**config.mk**
```make
export PLATFORM = sky130hd
export DESIGN_NAME = priority_sequencer
export DESIGN_NICKNAME = d
export VERILOG_FILES = /design/src/rtl/priority_sequencer.sv
export SDC_FILE = /design/constraint.sdc
export NUM_CORES = 1
export LEC_CHECK = 0
export BUFFER_PORTS_ARGS = -buffer_cell sky130_fd_sc_hd__buf_2
export CORE_MARGIN = 2
export CORE_UTILIZATION = 45
export DETAILED_ROUTE_END_ITERATION = 7
export HOLD_SLACK_MARGIN = 0.1
export PLACE_DENSITY = 0.66
export SLEW_MARGIN = 20
export SYNTH_ARGS = -nofsm -noshare
export SYNTH_HDL_FRONTEND = slang
export SYNTH_SLANG_ARGS = --single-unit
```
**constraint.sdc**
```tcl
create_clock -name clk -period 2.3 [get_ports clk]
set_clock_uncertainty 0.1 [all_clocks]
set_input_delay 0.115 -clock clk [delete_from_list [all_inputs] [get_ports clk]]
set_output_delay 0.115 -clock clk [all_outputs]
set_load 0.02 [all_outputs]
```
**src/rtl/priority_sequencer.sv**
```systemverilog
// Iterative priority server: latches a request vector and hands out the 1-based
// index of each set bit, one per accepted handshake, highest- or lowest-first.
module priority_sequencer #(
  parameter int N = 12,
  parameter int W = 4
) (
  input  logic         clk,
  input  logic         reset,
  input  logic [N-1:0] req,
  input  logic         load,
  input  logic         lsb_first,
  input  logic         idx_ready,
  output logic         busy,
  output logic         idx_valid,
  output logic [W-1:0] idx,
  output logic         last,
  output logic [W-1:0] count,
  output logic         done
);

  typedef enum logic {IDLE, SERVE} state_t;

  state_t       state_q, state_d;
  logic [N:1]   pend_q, pend_d;
  logic         mode_q, mode_d;
  logic [W-1:0] count_q, count_d;
  logic         done_q, done_d;

  logic [W-1:0] sel;
  logic [N:1]   selOneHot;
  logic [W-1:0] reqCount;

  // Priority pick over the pending set; the last match in scan order wins, so
  // scanning upward finds the highest bit and scanning downward the lowest.
  always_comb begin
    sel       = '0;
    selOneHot = '0;
    if (!mode_q) begin
      for (int i = 1; i <= N; i++) begin
        if (pend_q[i]) begin
          sel          = W'(i);
          selOneHot    = '0;
          selOneHot[i] = 1'b1;
        end
      end
    end else begin
      for (int i = N; i >= 1; i--) begin
        if (pend_q[i]) begin
          sel          = W'(i);
          selOneHot    = '0;
          selOneHot[i] = 1'b1;
        end
      end
    end
  end

  always_comb begin
    reqCount = '0;
    for (int i = 0; i < N; i++) begin
      reqCount = reqCount + W'(req[i]);
    end
  end

  assign busy      = (state_q == SERVE);
  assign idx_valid = busy;
  assign idx       = busy ? sel : '0;
  assign last      = busy && (count_q == W'(1));
  assign count     = count_q;
  assign done      = done_q;

  always_comb begin
    state_d = state_q;
    pend_d  = pend_q;
    mode_d  = mode_q;
    count_d = count_q;
    done_d  = 1'b0;
    case (state_q)
      IDLE: begin
        if (load) begin
          pend_d  = req;
          mode_d  = lsb_first;
          count_d = reqCount;
          if (req != '0) state_d = SERVE;
          else           done_d  = 1'b1;
        end
      end
      SERVE: begin
        if (idx_ready) begin
          pend_d  = pend_q & ~selOneHot;
          count_d = count_q - W'(1);
          if (last) begin
            state_d = IDLE;
            done_d  = 1'b1;
          end
        end
      end
      default: state_d = IDLE;
    endcase
  end

  always_ff @(posedge clk or posedge reset) begin
    if (reset) begin
      state_q <= IDLE;
      pend_q  <= '0;
      mode_q  <= 1'b0;
      count_q <= '0;
      done_q  <= 1'b0;
    end else begin
      state_q <= state_d;
      pend_q  <= pend_d;
      mode_q  <= mode_d;
      count_q <= count_d;
      done_q  <= done_d;
    end
  end

endmodule
```
==> results.json, run 1 <==
{
  "cts.reportedPaths.clkPinSlew_ns": 0.08,
  "cts_tree": "done",
  "area_growth_pct": 26.2,
  "required_ns": 2.41,
  "nNetsFinal": 270,
  "drtIter0Drc": 137,
  "yosysSeqAreaShare": 0.284,
  "syn_area_mm2": 0.00168,
  "violations": "negative setup slack",
  "timing.rr.end": "pend_q[5]",
  "cts_inserted_buffers": 3,
  "clock_latency_ns": 0.28,
  "initial_core_util": 0.465,
  "p_per_area_mw_per_mm2": 1230,
  "vias": 1619,
  "die_w_um": 65.0,
  "port_buffers": 28,
  "reg2reg_setup_slack_ns": 0.53,
  "startpoint_type": "primary input",
  "finalHoldViolations": 0,
  "htreeDepth": 1,
  "vdd_drop_max_uv": 528,
  "syn_inst": 194,
  "setup_viol": 4,
  "via_per_inst": 5.66,
  "min_from": "req[3]",
  "grtUsageTotal": 0.227,
  "rows": 22,
  "crit_type": "in -> reg",
  "worstHoldPathType": "in -> reg",
  "synth_edf_count": 0,
  "drive_gt1_frac": 0.273,
  "final.setup.worst_slack_ns": -0.811,
  "synth.top_cells.by_area": "dfrtp_1, fa_1, inv_1",
  "grt_max_degree": 20,
  "dpl.hpwl_um": 3140,
  "leakage_nw": 0.954,
  "fillCellCount": 336,
  "ys_types": 53,
  "arrival_ns": 3.22,
  "dieArea_mm2": 0.00423,
  "min_to": "pend_q[4]",
  "synth_common_cells": "inv_1, dfrtp_1, nand2_1, o21ai_0, a21oi_1",
  "rsz0062_at_grt": "yes",
  "swShare": 0.500,
  "p_sw_mw": 1.30,
  "final_cells": 286,
  "globalplace.congestion": 0.855,
  "cts_max_path_buffers": 2,
  "antenna_found_initial": 0,
  "synth_area_per_cell_um2": 8.64,
  "grt_pass1_wl_um": 7400,
  "crit_path_end_kind": "flop",
  "yosysTopAreaCellShare": 0.284,
  "relSlewSlack": 0.508,
  "p_int_mw": 1.30,
  "syn_nets": 225,
  "seqPwrFrac": 0.315,
  "fmax_mhz": 321,
  "slew_violations": 0,
  "core_area_mm2": 0.00361,
  "grt_pass1_vias": 1563,
  "ios": 29,
  "overflow": 0,
  "timing.rr.start": "mode_q",
  "async_reset_ff_frac": 1.00,
  "tightestPinTransition_ns": 0.738,
  "ys_warn_count": 0,
  "holdWs_ns": 0.100,
  "antenna_left": 0,
  "max_cap_viol_count": 0,
  "ff2ff_path_depth": 4,
  "ys.flop_type": "dfrtp_1",
  "p_clk_frac": 0.100,
  "yosysTopAreaCell": "dfrtp_1",
  "yosys_register_bits": 19,
  "crit_path_max_fanout": 2,
  "final_util": 0.586,
  "drt_wl_total_um": 4400,
  "drt_first_pass_iters": 5,
  "combPwrFrac": 0.585,
  "status": "finished with violations",
  "die_y_um": 65.0,
  "wire_per_inst_um": 15.4,
  "fin_crit_sh": 1.35,
  "clock_sinks": 19,
  "hold_depth": 4,
  "dpl.cell_count": 271,
  "antenna_cells": 0,
  "drc": 0,
  "cts_root_buffer": "clkbuf_8",
  "synth.most_common_cell": "inv_1",
  "post-route-min-period_ns": 3.11
}
-- placed cells by master, fill, tap and decap left out, drive strengths merged, types with 2 or more instances in the layout --
cell type,netlist,routed
a21oi,11,11
a22oi,7,7
a31oi,3,3
a41oi,2,2
buf,9,43
clkbuf,5,3
dfrtp,19,19
dlygate4sd3,0,11
fa,7,7
ha,7,7
inv,26,26
nand2,18,18
nand2b,7,7
nand3,3,3
nand3b,2,2
nand4,2,2
nor2,10,10
nor2b,3,3
nor3,3,3
nor4,5,5
nor4b,2,2
o2111ai,3,3
o21ai,15,15
o311ai,3,3
or3,2,2
-- stage by stage --
| stage | worst slack (ns) | setup TNS, ns | instance area, um2 | total power, mW |
|---|---|---|---|---|
| after floorplan | -0.944 | -3.31 | 1680 | 1.87 |
| after global placement | -1.11 | -3.97 | 1920 | 2.25 |
| after detailed placement | -1.15 | -4.11 | 1920 | 2.26 |
| after CTS | -0.786 | -2.65 | 2100 | 2.57 |
| after global routing | -0.926 | -3.19 | 2110 | 2.84 |
| final | -0.811 | -2.76 | 2110 | 2.60 |
-- logic make-up (layout without fill, tap and decap cells) --
family | Yosys count | after routing | synth area share
simple gates | 61 | 61 | 0.228
compound gates | 56 | 56 | 0.227
buf+inv | 40 | 84 | 0.102
flops | 19 | 19 | 0.284
fa+ha+maj | 14 | 14 | 0.136
xor+xnor | 2 | 2 | 0.0105
mux | 2 | 2 | 0.0127
-- per-layer routing --
metal,vias up,routed length [um],GRT usage
met5,-,0,0
met4,0,145,0.115
met3,14,207,0.0243
met2,60,2090,0.351
met1,773,1960,0.315
li1,772,-,-
-- repair_timing --
action                                  4_1_cts  5_1_grt
endpoints found under the hold margin        30        0
endpoints found under the setup margin        4        4
hold buffers                                 11        0
pin swaps                                     6        1
gates resized for setup                       9        4
buffers inserted                              0        0
-- flip-flops by register name, indices dropped and copies added, names as in the netlist --
signal / flops
pend_q: 12
count: 4
done: 1
mode_q: 1
busy: 1
-- critical path: stages --
cell and delay, ns:
buf_8 0.10, fa_1 0.52, inv_1 0.05, fa_1 0.50
fa_1 0.44, fa_1 0.53, inv_2 0.04, ha_4 0.16
inv_2 0.05, fa_2 0.41, mux2i_1 0.13, nor2_1 0.05
a21oi_1 0.11
-- final cells by class --
type | count | area (um2) | share of cell area
multi-input cells | 135 | 1050 | 0.497
flip-flops and latches | 19 | 475 | 0.225
repair buffers | 54 | 382 | 0.180
inverters | 26 | 97.6 | 0.0462
well taps | 48 | 60.1 | 0.0284
clock buffers | 3 | 41.3 | 0.0195
clock inverters | 1 | 7.51 | 0.00355
-- power groups by stage --
| stage | Sequential [mW] | Clock [mW] | Combinational (mW) |
|---|---|---|---|
| after floorplan | 0.680 | 0 | 1.19 |
| after global placement | 0.824 | 0 | 1.43 |
| after detailed placement | 0.818 | 0 | 1.44 |
| after CTS | 0.812 | 0.264 | 1.49 |
| after global routing | 0.856 | 0.279 | 1.71 |
| final | 0.819 | 0.260 | 1.52 |
-- worst max path at each step --
stage	endpoint	cells after the start	from
3_3_place_gp	count[1]	13	req[5]
3_5_place_dp	count[1]	13	req[5]
6_report	count[1]	13	req[9]
2_1_floorplan	count[2]	12	req[5]
4_1_cts	count[1]	13	req[9]
5_1_grt	count[1]	13	req[9]
(Power assumes the default switching activity.)
==> inputs of run 2 (changes only) <==
--- a/config.mk
+++ b/config.mk
@@ -7,3 +7,3 @@
 export LEC_CHECK = 0
-export BUFFER_PORTS_ARGS = -buffer_cell sky130_fd_sc_hd__buf_2
+export BUFFER_PORTS_ARGS = -buffer_cell sky130_fd_sc_hd__buf_4
 export CORE_MARGIN = 2
@@ -11,2 +11,3 @@
 export DETAILED_ROUTE_END_ITERATION = 7
+export GPL_TIMING_DRIVEN = 0
 export HOLD_SLACK_MARGIN = 0.1
--- a/constraint.sdc
+++ b/constraint.sdc
@@ -4,2 +4,2 @@
 set_output_delay 0.115 -clock clk [all_outputs]
-set_load 0.02 [all_outputs]
+set_load 0.01 [all_outputs]
==> run 2 against run 1 <==
  * The run still ends with negative setup slack left
  * Fmax decreased by 3.2%
  * Combinational power increased by 12%
  * Global-route usage increased by 0.53 points
  * Register-to-register slack improved by 0.03 ns
  * Sequential power decreased by 19%
  * Highest routed layer unchanged
==> results.json, run 2 (synthesis gave the netlist of run 1 again) <==
{
  "setup_viol": 4,
  "drc": 0,
  "wire_per_inst_um": 15.6,
  "crit_path_max_fanout": 2,
  "dpl.cell_count": 270,
  "die_w_um": 65.0,
  "cts_tree": "done",
  "vias": 1666,
  "violations": "negative setup slack",
  "fin_crit_sh": 1.40,
  "grt_pass1_vias": 1608,
  "cts_inserted_buffers": 3,
  "port_buffers": 28,
  "core_area_mm2": 0.00361,
  "timing.rr.start": "pend_q[6]",
  "nNetsFinal": 273,
  "htreeDepth": 1,
  "rsz0062_at_grt": "yes",
  "holdWs_ns": 0.128,
  "top_usage_layer": "met2",
  "overflow": 0,
  "cp_common_cell": "fa_1",
  "startpoint_type": "primary input",
  "cts.reportedPaths.clkPinSlew_ns": 0.08,
  "leakage_nw": 0.971,
  "fillCellCount": 328,
  "ff2ff_path_depth": 5,
  "die_y_um": 65.0,
  "cp-endpoint": "count[2]",
  "cts_max_path_buffers": 2,
  "cts_root_buffer": "clkbuf_8",
  "p_per_area_mw_per_mm2": 1200,
  "globalplace.congestion": 0.899,
  "cp_slowest_cell": "fa_1",
  "ios": 29,
  "initial_core_util": 0.465,
  "via_per_inst": 5.76,
  "grt_pass1_wl_um": 7630,
  "relSlewSlack": 0.513,
  "arrival_ns": 3.30,
  "antenna_left": 0,
  "max_stage_delay_ns": 0.53,
  "reg2reg_setup_slack_ns": 0.56,
  "crit_path_end_kind": "flop",
  "critical_path.cell_chain": "buf_8, fa_1, inv_1, fa_1, fa_1, fa_2, inv_2, ha_4, inv_2, fa_2, xnor2_1, a211oi_1, a21oi_1",
  "dpl.hpwl_um": 3370,
  "dieArea_mm2": 0.00423,
  "worstHoldPathType": "in -> reg",
  "tightestPinTransition_ns": 0.729,
  "drt_first_pass_iters": 4,
  "required_ns": 2.39,
  "status": "finished with violations",
  "post-route-min-period_ns": 3.21,
  "power.total_mw": 2.61,
  "timing.rr.end": "pend_q[11]",
  "antenna_found_initial": 0,
  "met1_usage": 0.314,
  "vdd_drop_max_uv": 562,
  "final_cell_mix": "buf_4, inv_1, dfrtp_1, nand2_1, dlygate4sd3_1",
  "grtUsageTotal": 0.232,
  "crit_type": "in -> reg",
  "drt_wl_total_um": 4520,
  "drtIter0Drc": 198,
  "slew_violations": 0,
  "final.setup.worst_slack_ns": -0.913,
  "final_util": 0.602,
  "clock_sinks": 19,
  "antenna_cells": 0,
  "met3_usage": 0.0451,
  "finalHoldViolations": 0,
  "drive_gt1_frac": 0.253,
  "fmax_mhz": 311,
  "max_cap_viol_count": 0,
  "clock_latency_ns": 0.26,
  "area_growth_pct": 29.6,
  "rows": 22,
  "cp-startpoint": "req[5]",
  "largest_reg_flops": 12,
  "final_cells": 289,
  "dp_slack_ns": -1.26,
  "grt_max_degree": 20,
  "final_common_cell": "buf_4",
  "met2_usage": 0.380,
  "largest-register": "pend_q"
}
-- run 2: cell types whose count changed in the layout (fill, tap and decap cells not counted), moves of 3 or more --
cell | before | now
dlygate4sd3_1 | 11 | 14
clkbuf_1 | 0 | 4
buf_4 | 16 | 28
buf_2 | 25 | 7
-- run 2: where the power goes --
part           internal [mW]  switching, mW
sequential             0.484          0.182
clock                  0.121          0.123
combinational          0.773          0.927
-- run 2: worst min-delay path by stage --
stage | from | endpoint | slack [ns] | cells past startpoint
after global routing | req[5] | pend_q[6] | 0.15 | 4
after global placement | reset | count[2] | 0.18 | 2
after floorplan | reset | busy | -0.03 | 1
final | req[5] | pend_q[6] | 0.13 | 4
after CTS | req[5] | pend_q[6] | 0.11 | 4
after detailed placement | reset | count[2] | 0.19 | 2
-- run 2: per-layer routing --
layer | up-vias | wire length [um]
met5 | - | 0
met4 | 0 | 79
met3 | 12 | 345
met2 | 80 | 2210
met1 | 791 | 1880
li1 | 783 | -
-- run 2: repair_timing --
item,CTS,global route
setup endpoints to repair,4,4
pin swaps,7,3
resized for setup,10,1
cloned,0,0
setup buffers,1,0
hold endpoints to repair,32,0
hold buffers,14,0
-- run 2: final cells by class --
type	instances	area (um2)	area share
Buffer	14	73.8	0.0340
Multi-Input combinational cell	135	1050	0.483
Clock inverter	1	5.00	0.00230
Sequential cell	19	475	0.219
Inverter	26	97.6	0.0449
Clock buffer	3	41.3	0.0190
Timing Repair Buffer	43	369	0.170
Tap cell	48	60.1	0.0276
-- run 2: worst max-delay path: cells and delay by family --
family                   cells  cell delay [ns]
XOR/XNOR                     1             0.26
buffers and inverters        4             0.26
AO/OA/AOI/OAI                2             0.24
adder cells (fa/ha/maj)      6             2.41
-- run 2: stage by stage --
step                      TNS, ns  cell area, um2
final                       -2.97            2170
after global routing        -3.30            2170
after CTS                   -3.14            2170
after detailed placement    -4.43            1950
after global placement      -4.21            1950
after floorplan             -3.31            1680
==> inputs of run 3 (changes only) <==
CORE_UTILIZATION = 50   (was 45)
PLACE_DENSITY = 0.72   (was 0.66)
RECOVER_POWER = 50   (was not set)
clock period = 4 ns   (was 2.3 ns; I/O delays follow)
==> run 3 against run 2 <==
  * The run now ends clean
  * Critical path depth increased by 1
  * Register-to-register slack better by 1.7 ns
  * Final area fell by 4.1%
  * Global-route usage up 3.7 points
  * Flip-flop and latch count is the same
  * Die area down 9.4%
  * Count of clock-buffer cells in the layout unchanged
  * Non-clock buffer count shrank 2
  * First-iteration DRC count shrank 36%
  * Sequential power shrank 42%
  * Hold slack improved by 0.0016 ns
  * Setup slack improved by 1.1 ns
  * Critical endpoint unchanged
  * Largest cell class unchanged
  * Highest routed layer unchanged
==> results.json, run 3 (synthesis gave the netlist of run 1 again) <==
{
  "rsz0062_at_grt": "no",
  "grt_pass1_vias": 1598,
  "clock_sinks": 19,
  "port_buffers": 28,
  "drive_gt1_frac": 0.197,
  "cts_tree": "done",
  "required_ns": 4.09,
  "clock_latency_ns": 0.32,
  "vias": 1690,
  "crit_path_max_fanout": 3,
  "startpoint_type": "primary input",
  "tightestPinTransition_ns": 0.720,
  "drt_first_pass_iters": 5,
  "die_w_um": 61.9,
  "antenna_found_initial": 0,
  "grtUsageTotal": 0.270,
  "leakage_nw": 0.930,
  "multi_input_area_mm2": 0.00103,
  "grt_pass1_wl_um": 7530,
  "antenna_left": 0,
  "final_cells": 285,
  "cts_max_path_buffers": 2,
  "dpl.cell_count": 268,
  "dieArea_mm2": 0.00383,
  "overflow": 0,
  "setup_viol": 0,
  "vdd_drop_max_uv": 313,
  "via_per_inst": 5.93,
  "cts_root_buffer": "clkbuf_4",
  "max_cap_viol_count": 0,
  "worstHoldPathType": "in -> reg",
  "rows": 21,
  "largest-register": "pend_q",
  "area_growth_pct": 24.3,
  "drtIter0Drc": 126,
  "wire_per_inst_um": 15.7,
  "fin_crit_sh": 0.951,
  "largest_reg_flops": 12,
  "power.total_mw": 1.43,
  "post_cts_buffers": 0,
  "nNetsFinal": 271,
  "setup_tns_ns": 0,
  "slew_violations": 0,
  "finalHoldViolations": 0,
  "crit_path_end_kind": "flop",
  "drt_wl_total_um": 4490,
  "dpl.hpwl_um": 3360,
  "drc": 0,
  "die_y_um": 61.9,
  "cts.reportedPaths.clkPinSlew_ns": 0.13,
  "final_common_cell": "inv_1",
  "globalplace.congestion": 0.906,
  "core_area_mm2": 0.00328,
  "ios": 29,
  "regArea_um2": 475,
  "p_per_area_mw_per_mm2": 688,
  "arrival_ns": 3.90,
  "htreeDepth": 1,
  "final_util": 0.634,
  "grt_max_degree": 20,
  "fillCellCount": 294,
  "status": "finished, final reports clean",
  "holdWs_ns": 0.130,
  "final_cell_mix": "inv_1, buf_4, dfrtp_1, nand2_1, o21ai_0",
  "fmax_mhz": 263,
  "antenna_cells": 0,
  "post-route-min-period_ns": 3.81,
  "initial_core_util": 0.510,
  "relSlewSlack": 0.519,
  "crit_type": "in -> reg",
  "cts_inserted_buffers": 3
}
==> run 3: cell types whose count changed in the layout (fill, tap and decap cells not counted), moves of 3 or more <==
| cell | change |
|---|---|
| inv_2 | -4 |
| buf_4 | -6 |
| clkbuf_8 | -3 |
| clkbuf_4 | +4 |
| clkbuf_1 | +6 |
| inv_1 | +4 |
==> run 3: path summary, 6_finish.rpt <==
| path | endpoint | start | cells after the start | slack, ns |
|---|---|---|---|---|
| worst max-delay path | count[2] | req[5] | 14 | 0.19 |
| worst min-delay path | pend_q[5] | req[4] | 3 | 0.13 |
| worst max register to register | count[3] | busy | 5 | 2.22 |
| worst min register to register | count[3] | count[3] | 1 | 0.50 |
| max in group asynchronous | count[1] | reset | 3 | 2.90 |
| min in group asynchronous | count[2] | reset | 3 | 0.45 |
==> run 3: metal layers <==
| metal | up-vias | share of wire | GRT usage |
|---|---|---|---|
| met2 | 98 | 0.48 | 0.415 |
| met5 | - | 0 | 0 |
| met4 | 0 | 0.022 | 0.109 |
| met1 | 800 | 0.43 | 0.379 |
| met3 | 15 | 0.068 | 0.0435 |
| li1 | 777 | - | - |
==> run 3: worst max-delay path, cell delays in order <==
cell	delay [ns]
dlygate4sd3_1	0.53
buf_4	0.15
fa_1	0.53
inv_1	0.05
fa_1	0.46
fa_1	0.51
fa_1	0.41
inv_1	0.07
ha_1	0.16
inv_1	0.06
fa_2	0.35
xnor2_2	0.16
a211oi_1	0.19
a21oi_1	0.06
==> run 3: timing repair <==
item | CTS | global route
endpoints found under the setup margin | 0 | 1
resized for setup | 0 | 2
endpoints found under the hold margin | 31 | 0
hold buffers | 13 | 0
==> run 3: power breakdown <==
part / total, mW / internal, mW / switching (mW)
clock network: 0.111 / 0.0383 / 0.0731
logic: 0.939 / 0.416 / 0.523
registers: 0.384 / 0.278 / 0.106
total: 1.43 / 0.732 / 0.703
==> run 3: through the flow <==
stage / worst slack, ns / cell area [um2]
detailed placement: 0.313 / 1940
global route: 0.0292 / 2080
finish: 0.195 / 2080
floorplan: 0.621 / 1680
global placement: 0.398 / 1940
CTS: 0.124 / 2100
==> run 3: area by class of cell <==
cell class,count,area share
Multi-Input combinational cell,135,0.495
Sequential cell,19,0.228
Timing Repair Buffer,41,0.153
Inverter,26,0.0468
Buffer,14,0.0354
Tap cell,46,0.0276
Clock buffer,3,0.0108
Clock inverter,1,0.00360
